[src/rtl/sar_pkg.sv]
// Shared definitions for the SAR ADC controller: FSM state values, default
// resolution and the trial-code helper used by the bit register.
package sar_pkg;

  localparam int DEFAULT_N_BITS = 10;

  typedef logic [31:0] sar_state_t;

  localparam sar_state_t IDLE      = 32'd0;
  localparam sar_state_t SAMPLE    = 32'd1;
  localparam sar_state_t HOLD_WAIT = 32'd2;
  localparam sar_state_t CONVERT   = 32'd3;
  localparam sar_state_t DONE      = 32'd4;

  // Next trial = bits already decided, plus a tentative one at bit_pos.
  function automatic logic [31:0] sar_trial(input logic [31:0] partial, input int bit_pos);
    return partial | (32'd1 << bit_pos);
  endfunction

endpackage

[src/rtl/sar_controller_if.sv]
// Signal bundle between the SAR controller (master) and its environment:
// conversion handshake, sample/hold control, held voltage and DAC trial code.
interface sar_controller_if #(parameter int N_BITS = sar_pkg::DEFAULT_N_BITS);

  logic              start;
  logic              sh_control_digital;
  logic [N_BITS-1:0] held_voltage_real;
  logic [N_BITS-1:0] dac_code;
  logic [N_BITS-1:0] code_out;
  logic              code_valid;
  logic              busy;

  modport master (
    input  start, held_voltage_real,
    output sh_control_digital, dac_code, code_out, code_valid, busy
  );

  modport slave (
    output start, held_voltage_real,
    input  sh_control_digital, dac_code, code_out, code_valid, busy
  );

endinterface

[src/rtl/sar_bit_register.sv]
// Successive-approximation register: holds the partial result, the bit under
// test and the current trial code; load starts a search, decide resolves one bit.
module sar_bit_register
  import sar_pkg::*;
#(
  parameter int N_BITS = DEFAULT_N_BITS,
  localparam int BIT_W = (N_BITS > 1) ? $clog2(N_BITS) : 1
) (
  input  logic              clk,
  input  logic              reset,
  input  logic              load,
  input  logic              decide,
  input  logic [N_BITS-1:0] held,
  output logic [N_BITS-1:0] result,
  output logic [BIT_W-1:0]  bit_idx,
  output logic [N_BITS-1:0] trial
);

  localparam logic [BIT_W-1:0] TOP_BIT = BIT_W'(N_BITS - 1);

  logic [N_BITS-1:0] result_q, result_d;
  logic [BIT_W-1:0]  bit_idx_q, bit_idx_d;
  logic [N_BITS-1:0] trial_q, trial_d;
  logic [N_BITS-1:0] decided;

  always_comb begin
    result_d  = result_q;
    bit_idx_d = bit_idx_q;
    trial_d   = trial_q;
    // Ideal comparator: the bit stays set when the held level reaches the trial.
    decided          = result_q;
    decided[bit_idx_q] = (held >= trial_q);

    if (load) begin
      result_d  = '0;
      bit_idx_d = TOP_BIT;
      trial_d   = N_BITS'(sar_trial(32'd0, N_BITS - 1));
    end else if (decide) begin
      result_d = decided;
      if (bit_idx_q != '0) begin
        bit_idx_d = bit_idx_q - 1'b1;
        trial_d   = N_BITS'(sar_trial(32'(decided), int'(bit_idx_q) - 1));
      end else begin
        trial_d = '0;
      end
    end
  end

  always_ff @(posedge clk) begin
    if (reset) begin
      result_q  <= '0;
      bit_idx_q <= '0;
      trial_q   <= '0;
    end else begin
      result_q  <= result_d;
      bit_idx_q <= bit_idx_d;
      trial_q   <= trial_d;
    end
  end

  assign result  = result_q;
  assign bit_idx = bit_idx_q;
  assign trial   = trial_q;

endmodule

[src/rtl/sar_controller.sv]
// SAR ADC controller: track/hold sequencing, binary search and result hand-off.
// Define SAR_CONTINUOUS_EN to restart sampling straight after every conversion.
module sar_controller
  import sar_pkg::*;
#(
  parameter int N_BITS        = DEFAULT_N_BITS,
  parameter int SAMPLE_CYCLES = 4,
  parameter int SETTLE_CYCLES = 1,
  localparam int BIT_W = (N_BITS > 1) ? $clog2(N_BITS) : 1
) (
  input  logic             clk,
  input  logic             reset,
  sar_controller_if.master bus
);

  sar_state_t        state_q, state_d;
  logic [31:0]       cnt_q, cnt_d;
  logic              sh_control_q, sh_control_d;
  logic              busy_q, busy_d;
  logic [N_BITS-1:0] code_out_q, code_out_d;
  logic              code_valid_q, code_valid_d;

  logic              load;
  logic              decide;
  logic [N_BITS-1:0] result;
  logic [BIT_W-1:0]  bit_idx;
  logic [N_BITS-1:0] trial;

  sar_bit_register #(.N_BITS(N_BITS)) u_bits (
    .clk    (clk),
    .reset  (reset),
    .load   (load),
    .decide (decide),
    .held   (bus.held_voltage_real),
    .result (result),
    .bit_idx(bit_idx),
    .trial  (trial)
  );

  always_comb begin
    state_d = state_q;
    cnt_d   = cnt_q;
    load    = 1'b0;
    decide  = 1'b0;

    case (state_q)
      IDLE: begin
        if (bus.start) begin
          state_d = SAMPLE;
          cnt_d   = '0;
        end
      end
      SAMPLE: begin
        if (cnt_q == 32'(SAMPLE_CYCLES - 1)) begin
          state_d = HOLD_WAIT;
          cnt_d   = '0;
        end else begin
          cnt_d = cnt_q + 32'd1;
        end
      end
      HOLD_WAIT: begin
        // The sample/hold output only becomes valid one cycle after it captures.
        state_d = CONVERT;
        load    = 1'b1;
        cnt_d   = '0;
      end
      CONVERT: begin
        if (cnt_q == 32'(SETTLE_CYCLES - 1)) begin
          decide = 1'b1;
          cnt_d  = '0;
          if (bit_idx == '0) state_d = DONE;
        end else begin
          cnt_d = cnt_q + 32'd1;
        end
      end
      DONE: begin
        cnt_d = '0;
`ifdef SAR_CONTINUOUS_EN
        state_d = SAMPLE;
`else
        state_d = IDLE;
`endif
      end
      default: state_d = IDLE;
    endcase

    sh_control_d = (state_d == HOLD_WAIT) || (state_d == CONVERT);
    busy_d       = (state_d != IDLE);
    code_valid_d = (state_q == DONE);
    code_out_d   = (state_q == DONE) ? result : code_out_q;
  end

  always_ff @(posedge clk) begin
    if (reset) begin
      state_q      <= IDLE;
      cnt_q        <= '0;
      sh_control_q <= 1'b0;
      busy_q       <= 1'b0;
      code_out_q   <= '0;
      code_valid_q <= 1'b0;
    end else begin
      state_q      <= state_d;
      cnt_q        <= cnt_d;
      sh_control_q <= sh_control_d;
      busy_q       <= busy_d;
      code_out_q   <= code_out_d;
      code_valid_q <= code_valid_d;
    end
  end

  assign bus.sh_control_digital = sh_control_q;
  assign bus.dac_code           = trial;
  assign bus.code_out           = code_out_q;
  assign bus.code_valid         = code_valid_q;
  assign bus.busy               = busy_q;

endmodule

[src/flat_wrapper.sv]
// flat-port wrapper written by rule: the top's interface ports become plain ports
module sar_controller_flat import sar_pkg::*;
#(
  parameter int N_BITS        = DEFAULT_N_BITS,
  parameter int SAMPLE_CYCLES = 4,
  parameter int SETTLE_CYCLES = 1,
  localparam int BIT_W = (N_BITS > 1) ? $clog2(N_BITS) : 1
)
  (clk, reset, bus_start, bus_held_voltage_real, bus_sh_control_digital, bus_dac_code, bus_code_out, bus_code_valid, bus_busy);
  sar_controller_if #(.N_BITS(N_BITS)) bus_i ();
  input  logic clk;
  input  logic reset;
  input wire logic [$bits(bus_i.start)-1:0] bus_start;
  input wire logic [$bits(bus_i.held_voltage_real)-1:0] bus_held_voltage_real;
  output wire logic [$bits(bus_i.sh_control_digital)-1:0] bus_sh_control_digital;
  output wire logic [$bits(bus_i.dac_code)-1:0] bus_dac_code;
  output wire logic [$bits(bus_i.code_out)-1:0] bus_code_out;
  output wire logic [$bits(bus_i.code_valid)-1:0] bus_code_valid;
  output wire logic [$bits(bus_i.busy)-1:0] bus_busy;
  assign bus_i.start = bus_start;
  assign bus_i.held_voltage_real = bus_held_voltage_real;
  assign bus_sh_control_digital = bus_i.sh_control_digital;
  assign bus_dac_code = bus_i.dac_code;
  assign bus_code_out = bus_i.code_out;
  assign bus_code_valid = bus_i.code_valid;
  assign bus_busy = bus_i.busy;
  sar_controller #(.N_BITS(N_BITS), .SAMPLE_CYCLES(SAMPLE_CYCLES), .SETTLE_CYCLES(SETTLE_CYCLES)) u_core (.clk(clk), .reset(reset), .bus(bus_i));
endmodule
[config.mk]
export PLATFORM = sky130hd
export DESIGN_NAME = sar_controller_flat
export DESIGN_NICKNAME = d
export VERILOG_FILES = /design/src/rtl/sar_pkg.sv /design/src/rtl/sar_controller_if.sv /design/src/rtl/sar_bit_register.sv /design/src/rtl/sar_controller.sv /design/src/flat_wrapper.sv
export SDC_FILE = /design/constraint.sdc
export NUM_CORES = 1
export LEC_CHECK = 0
export BUFFER_PORTS_ARGS = -buffer_cell sky130_fd_sc_hd__buf_2
export CORE_ASPECT_RATIO = 0.8
export CORE_MARGIN = 3
export CORE_UTILIZATION = 55
export DETAILED_ROUTE_END_ITERATION = 10
export MAX_ROUTING_LAYER = met4
export PLACE_DENSITY = 0.74
export SLEW_MARGIN = 20
export SYNTH_ARGS = -nofsm -noshare
export SYNTH_HDL_FRONTEND = slang
export SYNTH_SLANG_ARGS = --single-unit
[constraint.sdc]
create_clock -name clk -period 4.8 [get_ports clk]
set_clock_uncertainty 0.1 [all_clocks]
set_input_delay 0.24 -clock clk [delete_from_list [all_inputs] [get_ports clk]]
set_output_delay 0.24 -clock clk [all_outputs]
set_load 0.02 [all_outputs]
## After elaboration in Yosys (flattened, before gate mapping)

Cells that the tools add are included.

- Flip-flop bits (word level): 101
- Bits of input ports: 13
- Output and inout port bits: 23
- Logic and storage cells: 63

- $add $sub $neg: 3
- $lt $le $gt $ge: 3
- Eq/ne operators: 8
- Shift operators: 1
- Muxes and demuxes: 21
- Bitwise operators: 1
- Reduce and logical (&&, ||, !) cells: 15

Operator list:

| operator | count |
|---|---|
| 32-bit one-hot mux with 4 select lines | 2 |
| 32-bit 2-to-1 mux | 7 |
| 32-bit by 2-bit equality test with 1-bit output (second input constant) | 5 |
| 32-bit logical NOT | 2 |
| 32-bit by 1-bit adder with 32-bit output (second input constant) | 1 |
| 32-bit by 1-bit equality test with 1-bit output (second input constant) | 1 |
| 32-bit by 3-bit equality test with 1-bit output (second input constant) | 1 |
| 32-bit nonzero test | 1 |
| 1-bit by 32-bit left shift with 10-bit output (first input constant) | 1 |
| 10-bit 2-to-1 mux | 3 |
| 4-bit 2-to-1 mux | 3 |
| 10-bit bitwise mux | 1 |
| 10-bit greater-or-equal comparator | 1 |
| 10-bit OR | 1 |
| 4-bit nonzero test | 2 |
| 2-bit AND reduction | 3 |
| 4-bit by 5-bit < comparator with 1-bit output (second input constant) | 1 |
| 4-bit by 1-bit subtractor with 5-bit output (second input constant) | 1 |
| 1-bit demux with 4-bit select | 1 |
| 4-bit by 1-bit greater-or-equal comparator with 1-bit output (second input constant) | 1 |
| 4-bit logical NOT | 1 |
| 1-bit 2-to-1 mux | 4 |
| 2-bit nonzero test | 2 |
| 2-bit OR reduction | 2 |
| 4 further kinds | 4 |

## Depth between registers and ports, before layout

Gate-level depths: netlist of the first run.

- Depth in word-level cells: 9
- Mapped depth: 9
- Depth with buffers taken out: 8

## By module

A second synthesis of the first run with hierarchy kept.

- Cell total of the unflattened synthesis: 528
- Area total of the unflattened synthesis: 4827.1 um2

Modules (own cells, without submodules):

| module | instances | cells an instance | area each (um2) | seq. area each (um2) |
|---|---|---|---|---|
| sar_controller | 1 | 344 | 3270.6 | 1541.5 |
| sar_bit_register | 1 | 184 | 1556.5 | 480.5 |

## Worst setup path after synthesis of the first run

No wires, ideal clock.

- Kind: flip-flop to flip-flop
- Start point: register u_core.u_bits.trial_q[7], in the netlist u_core.u_bits.trial[7]
- End point: register u_core.u_bits.trial_q[2], in the netlist u_core.u_bits.trial[2]
- Library setup time: 117 ps
- Arrival: 2065 ps
- Data required time: 4583 ps
- Setup slack: 2518 ps
- Cell stages (with the launch flop): 10
- Buffers on the path: 1
- Period minus slack after synthesis: 2282 ps
- Cells stage by stage: dfxtp_1 inv_1 ha_1 a21o_1 a211oi_1 o211ai_1 nand2_1 clkbuf_1 o21ai_0 a22o_1

- Longest elaborated chain between the ends: 4

RTL lines:

| element | RTL line | source |
|---|---|---|
| start, declared | sar_bit_register.sv:23 | `logic [N_BITS-1:0] trial_q, trial_d;` |
| start signal, assigned | sar_bit_register.sv:57 | `trial_q <= trial_d;` |
| 10-bit greater-or-equal comparator | sar_bit_register.sv:32 | `decided[bit_idx_q] = (held >= trial_q);` |
| 10-bit bitwise mux | sar_bit_register.sv:32 |  |
| 10-bit OR | sar_pkg.sv:17 | `return partial \| (32'd1 << bit_pos);` |
| 10-bit 2-to-1 mux | sar_bit_register.sv:40 | `if (bit_idx_q != '0) begin` |

Every way passes these cells.
A chain may end at the register's enable or synchronous reset.

## Worst setup path after layout of the first run

- Start point: register u_core.state_q[9]
- End point: register u_core.cnt_q[29]

- Longest elaborated chain between the ends: 4
- Elaborated cells on any way between the ends: 10
- Those cells by class: eq/ne: 5; mux: 1; reduce/logical: 4

RTL lines:

| element | RTL line | source |
|---|---|---|
| start, declared | sar_controller.sv:16 | `sar_state_t state_q, state_d;` |
| start signal, assigned | sar_controller.sv:102 | `state_q <= state_d;` |
| 32-bit by 2-bit equality test with 1-bit output or 32-bit by 3-bit equality test with 1-bit output (tied branches) | sar_controller.sv:46 | `case (state_q)` |
| 2-bit OR reduction (no line) | -- |  |
| 4-bit nonzero test (no line) | -- |  |
| 2-bit AND reduction (no line) | -- |  |
| end signal, assigned | sar_controller.sv:103 | `cnt_q <= cnt_d;` |
| end, declared | sar_controller.sv:17 | `logic [31:0] cnt_q, cnt_d;` |

Several ways; a longest one is shown, not always the timed one.

==> impl_metrics.toml, run 1 <==
[routing]
wl_per_cell_um = 14.0
wl_um = 9160
drc_errors = 0
dr_total_vias = 3559
drtIter0Drc = 232
antenna_left = 0
drt_first_pass_iters = 5
via_per_inst = 5.43

[pwr]
power_leakage_uw = 0.00179
power_density_nw_per_um2 = 280
vdd_drop_max_v = 0.000169

[synthesis]
synthTopCellsByArea = "dfxtp_1 45%, nor2_1 4.7%, ha_1 4.5%"
yosysWarnings = 0
synth_edf_count = 0
ys_seq_elements = 101
synth_fa_ha_area_share_pct = 4.49
synth_top_family_by_area = "simple AND/OR/NAND/NOR gates"
ys_types = 55
synth_compound_area_share_pct = 12.3
yosysMostFrequentCell = "dfxtp_1"
yosys.area.top_type = "dfxtp_1"
synth_common_cells = "101 x dfxtp_1, 56 x nor2_1, 31 x nand2_1"
ys_async_sr_fraction_pct = 0
synth_top_area_share_pct = 45.3
synth_ff_type = "dfxtp_1"
synth_xor_area_share_pct = 5.50
synth_area_um2 = 4460
syn_inst = 492
synth-simple-area-share_pct = 25.5
synthMuxAreaShare_pct = 2.50
seq_area_frac_synth_pct = 45.3
syn_area_per_cell_um2 = 9.06

[critical_path]
path_class = "reg -> reg"
critPathCaptureType = "flip-flop"
critPathLaunchType = "flip-flop"
cp.required_ps = 4950
path_cells = "nor4_1, nand4_2, or3_1, o21bai_2, buf_4, nor2_1"
path_buf_inv = 1
slowest_delay_ps = 840
critPathMaxFanout = 27
cp.arrival_ps = 2990
r2r_start = "u_core.state_q[9]"
reg2reg_depth = 6
slowest_stage = "or3_1"
rrSetupSlack_ps = 1950
timing.rr.end = "u_core.cnt_q[29]"
crit_family = "simple AND/OR/NAND/NOR gates"

[sta]
finalCriticalPeriod_ps = 2850
finalHoldViolations = 0
slew_headroom_pct = 29.8
fin_crit_sh_pct = 59.3
fmax_ghz = 0.351
finalMaxSlewViolations = 0
rsz0062_at_grt = "false"
whs_ps = 208
finalSetupTns_ps = 0
worstMarginPinSlew_ps = 1050
setup_viol = 0

[clock_network]
cts_setup_buffers = 0
numClockSinks = 101
clockBufferDepth = 2
cts_root_buffer = "clkbuf_8"
cts_max_level = 3
cts_tree = "built"
clk_pin_slew_ps = 100
cts_hold_buf = 0
post_cts_resize_count = 0
clk_latency_ps = 370
numCtsBuffers = 9

[finish]
diodes = 0
nets = 575
fin_util_pct = 65.0
seq_area_um2 = 2020
multi_input_area_um2 = 2360
num-fill-cells = 675
final_cell_count_no_fill = 655
area_delta_synth_final_pct = 11.3
drive_above_1_share_pct = 14.7

[grt]
grt.total_usage_pct = 21.8
grt-ovfl-total = 0
grt_pass1_vias = 3232
grt_max_degree = 28
antenna_found_initial = 0
grt_pass1_wl_um = 15600

[floorplan]
die_h_um = 86.5
dieArea_um2 = 9230
row_count = 28
io_pins = 36
fp.dieW_um = 107
core_um2 = 7640
start_util_pct = 58.4

[place]
placed_cells = 640
gp_congestion = 0.869
dp_hpwl_um = 6650
port_buffers = 35

[worst_hold_path]
hold_depth = 2
hold_path.class = "in -> reg"
holdPathEnd = "u_core.bus.code_out[0]"
hp-start = "reset"

[run_status]
status = "finished, final reports clean"

[job]
cap_violations = 0
## power by group
group	total (uW)	switching (uW)	internal (uW)
combinational	35.4	24.0	11.5
sequential	855	4.87	850
clock	497	302	195
## stage by stage
step	setup WS (ps)	total power [uW]	instance area [um^2]
floorplan	2520	897	4560
global placement	2100	908	4780
detailed placement	1900	910	4780
CTS	1880	1400	4960
global route	1730	1440	4960
finish	1950	1390	4960
## area by class of cell
type / instances / area share (%)
Multi-Input combinational cell: 375 / 47.6
Sequential cell: 101 / 40.8
Timing Repair Buffer: 36 / 3.68
Tap cell: 105 / 2.65
Clock buffer: 9 / 2.50
Inverter: 23 / 1.74
Clock inverter: 6 / 1.08
## cell usage in the layout, fill, tap and decap left out, types with 10 or more instances in the layout
master / synthesis / layout
conb_1: 1 / 29
nand4_1: 12 / 12
nor3_1: 14 / 13
o21ai_0: 23 / 23
ha_1: 16 / 16
or3_1: 14 / 14
inv_1: 23 / 23
a21oi_1: 24 / 24
nand2_1: 31 / 31
buf_2: 8 / 35
nand3_1: 16 / 16
xnor2_1: 22 / 22
mux2i_1: 10 / 10
nor2_1: 56 / 56
nor4_1: 12 / 12
dfxtp_1: 101 / 101
## cells by family after synthesis
kind of cell / Yosys count
other: 1
muxes: 11
buffers and inverters: 44
adders and majority gates: 16
and+or+nand+nor: 204
xor gates and xnor gates: 28
AOI/OAI and AO/OA: 87
DFF: 101
## worst reg2reg max path: cells and delay by family (launching register included)
kind            cells  cell delay (ps)
simple gates        4             1580
compound gates      1              390
flops               1              310
buf+inv             1              350
## state kept, by name, indices dropped and copies added, names as in the netlist
| signal | cells |
|---|---|
| u_core.bus.busy | 1 |
| u_core.bus.code_out | 10 |
| u_core.bus.code_valid | 1 |
| u_core.bus.sh_control_digital | 1 |
| u_core.cnt_q | 32 |
| u_core.state_q | 32 |
| u_core.u_bits.bit_idx | 4 |
| u_core.u_bits.result | 10 |
| u_core.u_bits.trial | 10 |
## routing by layer
layer | part of all wire, % | global-route usage, % | vias to the layer above
li1 | - | - | 1804
met1 | 51 | 31.6 | 1656
met2 | 42 | 30.5 | 90
met3 | 5.7 | 4.47 | 9
met4 | 1.0 | 6.97 | 0
met5 | 0 | - | -
## how the worst max path moves through the flow
stage | from | endpoint | cells after the start
floorplan | u_core.u_bits.trial[7] | u_core.u_bits.trial[2] | 9
finish | u_core.state_q[9] | u_core.cnt_q[29] | 6
global route | u_core.state_q[9] | u_core.cnt_q[29] | 6
detailed placement | u_core.state_q[9] | u_core.cnt_q[29] | 6
CTS | u_core.state_q[9] | u_core.cnt_q[29] | 6
global placement | u_core.state_q[25] | u_core.cnt_q[25] | 6
(Power assumes the default switching activity.)
==> inputs of run 2 (changes only) <==
Clock period 4.8 ns to 2.93 ns, I/O delays scaled along.
==> run 2 against run 1 <==
  * Sequential share of layout area is 0.62 points lower
  * Clock-buffer cell count did not move
  * Combinational power grew 68%
  * Power increased by 68%
  * Critical path type unchanged
  * Sequential cell count unchanged
  * Global-route usage rose by 0.079 points
  * Register-to-register slack got worse by 1600 ps
  * Final cell count increased by 1.2%
  * Sequential power is 64% higher
  * Hold slack worse by 100 ps
  * First-iteration DRC count is 23% higher
==> impl_metrics.toml, run 2 (synthesis results as in run 1) <==
[grt]
grt-busiest-layer = "met2"
grt_use_met1_pct = 30.9
global_route.usage.met2_pct = 31.3
grt-ovfl-total = 0
antenna_found_initial = 0
grt_max_degree = 25
use_met3_pct = 5.73
grt.total_usage_pct = 21.9
grt_pass1_vias = 3326
grt_pass1_wl_um = 15800

[floorplan]
row_count = 28
die_h_um = 86.5
io_pins = 36
fp.dieW_um = 107
core_um2 = 7640
dieArea_um2 = 9230
start_util_pct = 58.4

[place]
port_buffers = 35
gp_congestion = 0.912
placed_cells = 647
dp_hpwl_um = 6720

[pwr]
clockPowerShare_pct = 37.3
power_leakage_uw = 0.00184
power_frac_comb_pct = 2.5
vdd_drop_max_v = 0.000380
power_density_nw_per_um2 = 463
swShare_pct = 24.8
switching_power_uw = 579
seq_power_share_pct = 60.1
cellInternalPower_uw = 1750

[clock_network]
cts_hold_buf = 0
cts_max_level = 3
cts_root_buffer = "clkbuf_8"
numClockSinks = 101
clk_pin_slew_ps = 100
numCtsBuffers = 9
clk_latency_ps = 370
cts_setup_buffers = 0
cts_tree = "built"
post_cts_resize_count = 0
clockBufferDepth = 2

[critical_path]
path_class = "reg -> reg"
crit_family = "simple AND/OR/NAND/NOR gates"
reg2reg_depth = 6
slowest_delay_ps = 490
critPathMaxFanout = 24
path_cells = "nor4_1, nand4_1, nor3_2, nand3_2, or3_1, a21oi_1"
crit_cells = 6
cp.arrival_ps = 2800
crit_path_start = "u_core.cnt_q[26]"
timing.rr.end = "u_core.u_bits.result[1]"
critPathCaptureType = "flip-flop"
slowest_stage = "or3_1"
cp.required_ps = 3120
path_buf_inv = 0
rrSetupSlack_ps = 330
crit_end = "u_core.u_bits.result[1]"
r2r_start = "u_core.cnt_q[26]"
critPathLaunchType = "flip-flop"

[sta]
slew_headroom_pct = 37.7
finalHoldViolations = 0
finalCriticalPeriod_ps = 2600
worstMarginPinSlew_ps = 935
whs_ps = 108
rsz0062_at_grt = "false"
finalMaxSlewViolations = 0
fmax_ghz = 0.384
fin_crit_sh_pct = 88.8
finalSetupTns_ps = 0
setup_viol = 0

[finish]
diodes = 0
top_regs = "u_core.cnt_q: 32 flops, u_core.state_q: 32 flops"
area_delta_synth_final_pct = 13.0
multi_input_area_um2 = 2360
final_cell_mix = "101 x dfxtp_1, 56 x nor2_1, 35 x buf_2"
nets = 582
drive_above_1_share_pct = 15.9
final_common_cell = "dfxtp_1"
num-fill-cells = 667
seq_area_um2 = 2020
final_cell_count_no_fill = 663

[routing]
dr_total_vias = 3623
wl_um = 9430
wl_per_cell_um = 14.2
drc_errors = 0
drtIter0Drc = 285
antenna_left = 0
via_per_inst = 5.46
drt_first_pass_iters = 5

[run_status]
status = "finished, final reports clean"

[job]
cap_violations = 0

[worst_hold_path]
hold_path.class = "in -> reg"
run 2: area by class of cell:
class                   instances  area share, %
clock buffers                   9           2.46
clock inverters                 7           1.54
inverters                      23           1.71
multi-input cells             375           46.9
flip-flops and latches        101           40.1
well taps                     105           2.61
repair buffers                 43           4.67
run 2: worst min path at each step:
stage                           startpoint                     end  cells past startpoint
floorplan                            reset   u_core.bus.code_valid                      1
global placement    u_core.u_bits.trial[0]  u_core.u_bits.trial[0]                      2
detailed placement  u_core.bus.code_out[5]  u_core.bus.code_out[5]                      2
CTS                              bus_start       u_core.state_q[0]                      4
global route                         reset       u_core.state_q[2]                      2
finish                           bus_start       u_core.state_q[0]                      4
run 2: metrics by stage:
stage          util [%]  worst slack, ps  cell area [um^2]  power [uW]
6_report           66.0              329              5040        2330
5_1_grt            66.0              167              5040        2420
4_1_cts            66.0              375              5040        2350
3_5_place_dp       63.3              407              4840        1490
3_3_place_gp       63.3              453              4840        1490
2_1_floorplan         -              648              4560        1470
run 2: worst reg2reg max path, cell delays in order (launching register included):
cell     delay, ps
dfxtp_1        350
nor4_1         350
nand4_1        260
nor3_2         400
nand3_2        400
or3_1          500
a21oi_1        180
run 2: power by group through the flow:
stage	Sequential [uW]	Combinational [uW]	Clock, uW
after floorplan	1430	38.5	0
after global placement	1430	55.8	0
after detailed placement	1430	58.1	0
after CTS	1400	58.2	891
after global routing	1400	67.7	948
final	1400	59.4	870
run 2: metal layers:
metal / wire length (um) / share of wire (%)
met2: 3950 / 42
met4: 125 / 1.3
met3: 633 / 6.7
met5: 0 / 0
met1: 4710 / 50
==> inputs of run 3 (changes only) <==
Settings changed: CORE_MARGIN 3 to unset.
==> run 3 against run 2 <==
  * Die area decreased by 8.2%
  * Critical endpoint is now u_core.u_bits.result[9]
  * Combinational power increased by 3%
  * Sequential share of layout area increased by 0.070 points
  * Largest power group unchanged
  * Critical path type unchanged
  * Hold slack got worse by 4.0 ps
==> impl_metrics.toml, run 3 (synthesis results as in run 1) <==
[finish]
area_delta_synth_final_pct = 12.8
num-fill-cells = 655
final_common_cell = "dfxtp_1"
stdcell_area_um2 = 5030
fin_util_pct = 65.8
drive_above_1_share_pct = 15.5
diodes = 0
top_regs = "u_core.cnt_q: 32 flops, u_core.state_q: 32 flops"
final_cell_mix = "101 x dfxtp_1, 56 x nor2_1, 35 x buf_2"
nets = 579

[pwr]
power_frac_comb_pct = 2.6
power_density_nw_per_um2 = 467
power_leakage_uw = 0.00183
switching_power_uw = 576
swShare_pct = 24.5
cellInternalPower_uw = 1770
vdd_drop_max_v = 0.000375
seq_power_share_pct = 59.7
clockPowerShare_pct = 37.7

[grt]
antenna_found_initial = 0
grt.total_usage_pct = 24.2
grt_pass1_wl_um = 15200
grt_pass1_vias = 3202
grt-ovfl-total = 0
grt_max_degree = 25

[floorplan]
row_count = 28
die_h_um = 82.5
fp.dieW_um = 103
io_pins = 36
core_um2 = 7640
dieArea_um2 = 8470
start_util_pct = 58.4

[clock_network]
cts_root_buffer = "clkbuf_8"
clk_pin_slew_ps = 110
cts_hold_buf = 0
numClockSinks = 101
cts_setup_buffers = 0
numCtsBuffers = 9
clockBufferDepth = 2
cts_max_level = 3
cts_tree = "built"
clk_latency_ps = 370
post_cts_resize_count = 0

[critical_path]
critPathCaptureType = "flip-flop"
cp.arrival_ps = 2740
critPathMaxFanout = 24
cp.required_ps = 3130
path_class = "reg -> reg"
critPathLaunchType = "flip-flop"

[routing]
dr_total_vias = 3644
wl_um = 9490
wl_per_cell_um = 14.4
via_per_inst = 5.52
drt_first_pass_iters = 5
antenna_left = 0
drc_errors = 0
drtIter0Drc = 216

[place]
gp_congestion = 0.847
dp_hpwl_um = 6870
port_buffers = 35
place_area_um2 = 4830
place_worst_setup_slack_ps = 437

[sta]
worstMarginPinSlew_ps = 618
setup_viol = 0
finalMaxSlewViolations = 0
fin_crit_sh_pct = 86.6
finalSetupTns_ps = 0
fin_ws_ps = 392
rsz0062_at_grt = "false"
finalHoldViolations = 0
finalCriticalPeriod_ps = 2540
slew_headroom_pct = 58.5
fmax_ghz = 0.394

[run_status]
status = "finished, final reports clean"

[worst_hold_path]
hold_path.class = "in -> reg"

[job]
cap_violations = 0
run 3: area by class of cell:
class | instances | area [um^2] | share of cell area [%]
clock buffer | 10 | 138 | 2.74
clock inverter | 6 | 65.1 | 1.29
inverter | 23 | 86.3 | 1.72
multi-input combinational | 375 | 2360 | 47.0
sequential | 101 | 2020 | 40.2
tap | 105 | 131 | 2.61
timing repair buffer | 40 | 225 | 4.48
run 3: worst max-delay path, stage by stage, from the launching register on:
cell     delay, ps
dfxtp_1        320
nor4_2         310
nand4_2        270
nor3_4         420
nand3_2        420
or3_1          490
a21oi_1        150
run 3: final timing paths:
| check | from | slack [ps] | cells past startpoint | endpoint |
|---|---|---|---|---|
| hold / removal | reset | 100 | 2 | u_core.bus.code_out[7] |
| hold reg to reg | u_core.u_bits.trial[0] | 390 | 2 | u_core.u_bits.trial[0] |
| setup / recovery | u_core.state_q[21] | 390 | 6 | u_core.u_bits.result[9] |
| setup reg to reg | u_core.state_q[21] | 390 | 6 | u_core.u_bits.result[9] |
run 3: per-layer routing:
| metal | vias to the layer above | track usage [%] | wire length (um) |
|---|---|---|---|
| li1 | 1821 | - | - |
| met2 | 115 | 36.0 | 4030 |
| met1 | 1691 | 32.7 | 4820 |
| met5 | - | - | 0 |
| met4 | 0 | 8.29 | 144 |
| met3 | 17 | 5.22 | 490 |
run 3: power by group through the flow:
stage	combinational [uW]	clock (uW)	sequential [uW]
after floorplan	38.5	0	1430
after global placement	57.7	0	1430
after detailed placement	59.6	0	1430
after CTS	59.8	906	1400
after global routing	70.0	956	1400
final	60.9	885	1400
run 3: stage by stage:
step / instances / hold WS, ps / total power [uW]
3_3_place_gp: 644 / 370 / 1490
3_5_place_dp: 644 / 378 / 1490
6_report: 660 / 104 / 2350
2_1_floorplan: 520 / 118 / 1470
5_1_grt: 660 / 119 / 2430
4_1_cts: 660 / 98.6 / 2370
